## config.mk

```make
export PLATFORM = sky130hd
export DESIGN_NAME = pc_ras
export DESIGN_NICKNAME = d
export VERILOG_FILES = /design/src/rtl/mycpu_pkg.sv /design/src/rtl/pc_ras_stack.sv /design/src/rtl/pc_ras.sv
export SDC_FILE = /design/constraint.sdc
export NUM_CORES = 1
export LEC_CHECK = 0
export ABC_AREA = 1
export BUFFER_PORTS_ARGS = -buffer_cell sky130_fd_sc_hd__buf_2
export CAP_MARGIN = 20
export CORE_ASPECT_RATIO = 1.4
export CORE_MARGIN = 2
export CORE_UTILIZATION = 60
export CTS_CLUSTER_SIZE = 8
export DETAILED_ROUTE_END_ITERATION = 8
export GPL_ROUTABILITY_DRIVEN = 0
export PLACE_DENSITY_LB_ADDON = 0.12
export REMOVE_ABC_BUFFERS = 1
export SLEW_MARGIN = 30
export SYNTH_ARGS = -nofsm -noshare
export SYNTH_HDL_FRONTEND = slang
export SYNTH_SLANG_ARGS = --single-unit
```

## constraint.sdc

```tcl
create_clock -name clk -period 6.9 [get_ports clk]
set_input_delay 0.69 -clock clk [delete_from_list [all_inputs] [get_ports clk]]
set_output_delay 0.69 -clock clk [all_outputs]
set_load 0.02 [all_outputs]
```

## src/rtl/mycpu_pkg.sv

```systemverilog
// Shared mycpu types: program-counter operation encoding used by the fetch stage.
package mycpu_pkg;

  localparam int PC_OP_W = 3;

  typedef enum logic [PC_OP_W-1:0] {
    PC_HOLD = 3'd0,
    PC_INC  = 3'd1,
    PC_REL  = 3'd2,
    PC_ABS  = 3'd3,
    PC_CALL = 3'd4,
    PC_RET  = 3'd5
  } pc_op_t;

endpackage

```

## src/rtl/pc_ras_stack.sv

```systemverilog
// Return-address stack for pc_ras. Saturating LIFO by default; define
// PC_RAS_WRAP_EN for a circular stack that overwrites its oldest entry when full.
module pc_ras_stack #(
  parameter int W     = 16,
  parameter int DEPTH = 4
) (
  input  logic                         clk,
  input  logic                         rst,
  input  logic                         push,
  input  logic                         pop,
  input  logic [W-1:0]                 push_data,
  output logic [W-1:0]                 pop_data,
  output logic [$clog2(DEPTH+1)-1:0]   count,
  output logic                         empty,
  output logic                         drop
);

  localparam int AW = $clog2(DEPTH);
  localparam logic [AW-1:0] IDX_ONE  = 1;
  localparam logic [AW:0]   CNT_ONE  = 1;
  localparam logic [AW:0]   FULL_CNT = (AW+1)'(DEPTH);

  logic [W-1:0]  r_mem [DEPTH];
  logic [AW-1:0] w_wr_idx;
  logic [AW-1:0] w_rd_idx;
  logic          w_full;
  logic          w_do_push;
  logic          w_do_pop;

`ifdef PC_RAS_WRAP_EN
  // Pointers carry one extra bit so head - tail spans 0..DEPTH without ambiguity.
  logic [AW:0] r_head;
  logic [AW:0] r_tail;
  logic [AW:0] w_count;

  assign w_count   = r_head - r_tail;
  assign w_full    = (w_count == FULL_CNT);
  assign empty     = (r_head == r_tail);
  assign w_wr_idx  = r_head[AW-1:0];
  assign w_rd_idx  = r_head[AW-1:0] - IDX_ONE;
  assign w_do_push = push;
  assign w_do_pop  = pop & ~empty;
  assign drop      = 1'b0;
  assign count     = w_count;

  always_ff @(posedge clk) begin
    if (rst) begin
      r_head <= '0;
      r_tail <= '0;
    end else if (w_do_push) begin
      r_head <= r_head + CNT_ONE;
      if (w_full) begin
        r_tail <= r_tail + CNT_ONE;
      end
    end else if (w_do_pop) begin
      r_head <= r_head - CNT_ONE;
    end
  end
`else
  logic [AW:0] r_depth;

  assign w_full    = (r_depth == FULL_CNT);
  assign empty     = (r_depth == '0);
  assign w_wr_idx  = r_depth[AW-1:0];
  assign w_rd_idx  = r_depth[AW-1:0] - IDX_ONE;
  assign w_do_push = push & ~w_full;
  assign w_do_pop  = pop & ~empty;
  assign drop      = push & w_full;
  assign count     = r_depth;

  always_ff @(posedge clk) begin
    if (rst) begin
      r_depth <= '0;
    end else if (w_do_push) begin
      r_depth <= r_depth + CNT_ONE;
    end else if (w_do_pop) begin
      r_depth <= r_depth - CNT_ONE;
    end
  end
`endif

  // Entry contents need no reset; occupancy alone decides what is valid.
  always_ff @(posedge clk) begin
    if (w_do_push && !rst) begin
      r_mem[w_wr_idx] <= push_data;
    end
  end

  assign pop_data = r_mem[w_rd_idx];

endmodule

```

## src/rtl/pc_ras.sv

```systemverilog
// Fetch-stage program counter with call/return stack and sticky overflow/underflow
// flags. Optional circular stack behaviour is selected with PC_RAS_WRAP_EN.
module pc_ras
  import mycpu_pkg::*;
#(
  parameter int           W         = 16,
  parameter int           DEPTH     = 4,
  parameter logic [W-1:0] RESET_VEC = '0,
  parameter int           INC_STEP  = 1
) (
  input  logic                         clk,
  input  logic                         rst,
  input  logic                         en,
  input  logic [PC_OP_W-1:0]           op_in,
  input  logic [W-1:0]                 ia_in,
  input  logic [W-1:0]                 ra_in,
  output logic [W-1:0]                 pc_out,
  output logic [$clog2(DEPTH+1)-1:0]   depth_out,
  output logic                         ovf_out,
  output logic                         unf_out
);

  localparam logic [W-1:0] STEP = W'(INC_STEP);

  logic [W-1:0] r_pc;
  logic         r_ovf;
  logic         r_unf;

  logic [W-1:0] w_pc_next;
  logic [W-1:0] w_pc_seq;
  logic [W-1:0] w_pc_rel;
  logic [W-1:0] w_top;
  logic         w_push;
  logic         w_pop;
  logic         w_empty;
  logic         w_drop;
  logic         w_unf_set;

  // Sums are modulo 2^W; a signed offset adds the same bits as an unsigned one.
  assign w_pc_seq = r_pc + STEP;
  assign w_pc_rel = r_pc + ia_in;

  always_comb begin
    w_pc_next = r_pc;
    w_push    = 1'b0;
    w_pop     = 1'b0;
    w_unf_set = 1'b0;
    if (en) begin
      case (op_in)
        PC_INC:  w_pc_next = w_pc_seq;
        PC_REL:  w_pc_next = w_pc_rel;
        PC_ABS:  w_pc_next = ra_in;
        PC_CALL: begin
          w_pc_next = w_pc_rel;
          w_push    = 1'b1;
        end
        PC_RET: begin
          if (w_empty) begin
            w_pc_next = ra_in;
            w_unf_set = 1'b1;
          end else begin
            w_pc_next = w_top;
            w_pop     = 1'b1;
          end
        end
        default: w_pc_next = r_pc;
      endcase
    end
  end

  pc_ras_stack #(
    .W     (W),
    .DEPTH (DEPTH)
  ) u_stack (
    .clk       (clk),
    .rst       (rst),
    .push      (w_push),
    .pop       (w_pop),
    .push_data (w_pc_seq),
    .pop_data  (w_top),
    .count     (depth_out),
    .empty     (w_empty),
    .drop      (w_drop)
  );

  always_ff @(posedge clk) begin
    if (rst) begin
      r_pc  <= RESET_VEC;
      r_ovf <= 1'b0;
      r_unf <= 1'b0;
    end else begin
      r_pc  <= w_pc_next;
      r_ovf <= r_ovf | w_drop;
      r_unf <= r_unf | w_unf_set;
    end
  end

  assign pc_out  = r_pc;
  assign ovf_out = r_ovf;
  assign unf_out = r_unf;

endmodule

```

==> results_dict.tcl <==
set metrics [dict create \
    status "finished clean" \
    final_common_cell "nand2_1" \
    die-area_mm2 0.00924 \
    start_util_pct 62.0 \
    hold_class "flip-flop to flip-flop" \
    yosysSeqAreaShare_pct 46.1 \
    finClkSkew_ps 10.6 \
    grt_pass1_vias 4462 \
    syn_to_final_growth_pct 11.9 \
    grt_overflow_total 0 \
    power.leakage_nw 2.53 \
    peakVddDrop_uv 212 \
    finalSetupTns_ps 0 \
    power.share.clock_pct 35.5 \
    die_h_um 113 \
    powerDensity_mw_per_mm2 215 \
    cp.arrival_ps 3830 \
    worst_setup_path_start_kind "flip-flop" \
    wl_per_cell_um 15.9 \
    h-tree-depth 3 \
    p_comb_share_pct 17.4 \
    syn_inst 633 \
    p_int_mw 0.884 \
    route.layer.met1.wl_um 5060 \
    antenna_found_initial 0 \
    top_layer "met4" \
    nets 748 \
    ys.warnings.count 0 \
    grt.total_usage_pct 29.7 \
    power_frac_seq_pct 47.1 \
    setup_violations 0 \
    postSynthAreaPerCell_um2 8.03 \
    final_max_slew_viol_count 0 \
    fin_crit_sh_pct 52.5 \
    root_buffer "clkbuf_16" \
    design_area_mm2 0.00569 \
    clk_latency_ps 340 \
    drive_above_1_share_pct 14.4 \
    drt-pass1-iter-count 5 \
    min_period_ps 3620 \
    die_w_um 81.8 \
    wl_um 12600 \
    switching_share_pct 27.6 \
    cts_buffers 9 \
    tightest_slew_ps 891 \
    rows 39 \
    drtIter0Drc 291 \
    dr_wl_met2_um 6430 \
    grt_setup_unrepaired "false" \
    route.detailed.drc 0 \
    synth_cell_types 38 \
    clock_sinks 85 \
    cp-end-kind "flip-flop" \
    path_clk_slew_ps 60 \
    placement.io_buffers 58 \
    vias 4555 \
    dp_hpwl_um 9320 \
    r2r_slack_ps 3280 \
    final_cell_mix "nand2_1 (186), inv_1 (74), edfxtp_1 (64)" \
    syn-cell-area_mm2 0.00508 \
    cts-resized-gates 0 \
    vias_per_cell 5.73 \
    regArea_mm2 0.00234 \
    cts_max_path_buffers 2 \
    cts_tree "built" \
    grt_max_degree 39 \
    p_switching_mw 0.338 \
    io-pin-count 59 \
    maxCapViolCount 0 \
    postCtsSetupBuffers 0 \
    core-area_mm2 0.00820 \
    cts_hold_buf 0 \
    crit_path_max_fanout 38 \
    n_fill_cell 683 \
    dr_wl_met3_um 819 \
    ys_ff_latch 85 \
    fmax_mhz 276 \
    grt_pass1_wl_um 21000 \
    path_class "flip-flop to flip-flop" \
    antenna_cells 0 \
    placed_area_mm2 0.00543 \
    postRouteAntennaNets 0 \
    timing_hold_violations_final 0 \
    slew_headroom_pct 40.2 \
    multiInputGateArea_mm2 0.00235 \
    crit_required_ps 7110 \
]
==> critical path, stage by stage, from the launching register on <==
cell and delay, ps:
dfxtp_1 310, buf_4 340, clkinv_1 810, ha_1 940
inv_1 340, o21ai_0 200, o22ai_1 170, nand2_1 90
nand4_1 70, o211ai_1 110, a21oi_1 90
==> cells in the mapped netlist <==
master	instances	area share, %
o21ai_1	2	0.20
xor2_1	10	1.7
buf_1	1	0.074
buf_2	2	0.20
inv_4	2	0.25
nor3_2	4	0.79
nor3_1	7	0.69
nand2_2	3	0.37
o211ai_1	1	0.15
nor3_4	1	0.32
nor2_4	2	0.44
and2_1	1	0.12
ha_1	20	4.9
clkbuf_1	9	0.66
o21ai_4	1	0.32
o21ai_0	31	3.1
a21oi_1	37	3.6
buf_6	3	0.66
a31oi_1	2	0.25
edfxtp_1	64	38
buf_8	1	0.30
fa_1	2	0.79
o22ai_1	12	1.5
nand4_1	13	1.6
o21a_1	1	0.15
nor2_1	51	3.8
nand2_4	3	0.66
a211oi_1	1	0.15
nand3_2	2	0.39
nand3b_1	4	0.59
buf_4	1	0.15
nand3_1	48	4.7
nand2_1	186	14
a22oi_1	2	0.30
dfxtp_1	21	8.3
inv_1	75	5.5
inv_2	1	0.074
or2_2	6	0.74
==> sequential cells by signal, summed over array words and instances, names as in the netlist <==
name and cells:
u_stack.r_mem 64, pc_out 16, u_stack.count 3, ovf_out 1, unf_out 1
==> power by group through the flow <==
stage	combinational, mW	sequential (mW)	clock (mW)
global route	0.239	0.577	0.454
detailed placement	0.208	0.586	0
floorplan	0.133	0.593	0
CTS	0.211	0.575	0.434
finish	0.212	0.576	0.434
global placement	0.203	0.585	0
==> layer usage <==
metal  track usage (%)  up-vias
li1                  -     2222
met1              38.8     2132
met2              49.2      177
met3              3.75       24
met4              12.3        0
met5                 0        -
==> stage by stage <==
step           utilization, %  setup slack, ps  hold slack [ps]  total power, mW  cells
3_3_place_gp             66.1             3490              450            0.789    779
5_1_grt                  69.4             2960              549             1.27    795
3_5_place_dp             66.2             3780              491            0.794    779
4_1_cts                  69.4             3700              512             1.22    795
6_report                 69.4             3280              513             1.22    795
2_1_floorplan               -             3360              576            0.726    616
==> path summary, 6_finish.rpt <==
kind,startpoint,to,depth (start not counted)
worst max-delay path,u_stack.count[0]$_SDFFE_PP0P_,pc_out[2]$_SDFFE_PP0P_,10
worst min-delay path,unf_out$_SDFF_PP0_,unf_out$_SDFF_PP0_,2
worst max register to register,u_stack.count[0]$_SDFFE_PP0P_,pc_out[2]$_SDFFE_PP0P_,10
worst min register to register,unf_out$_SDFF_PP0_,unf_out$_SDFF_PP0_,2
==> cell type report <==
cell class	count	area share (%)
well taps	102	2.24
clock buffers	14	4.46
flip-flops and latches	85	41.2
clock inverters	2	0.176
inverters	78	5.23
repair buffers	61	5.50
multi-input cells	453	41.2
==> logic make-up (layout without fill, tap and decap cells) <==
group                      Yosys count  after routing  share of synthesized area [%]
and+or+nand+nor                    331            331                           28.9
buffers and inverters               95            155                           7.90
AOI/OAI and AO/OA                   90             90                           9.67
DFF                                 85             85                           46.1
adders and majority gates           22             22                           5.71
xor gates and xnor gates            10             10                           1.72
Note: power is estimated with default switching activity, not from simulation.
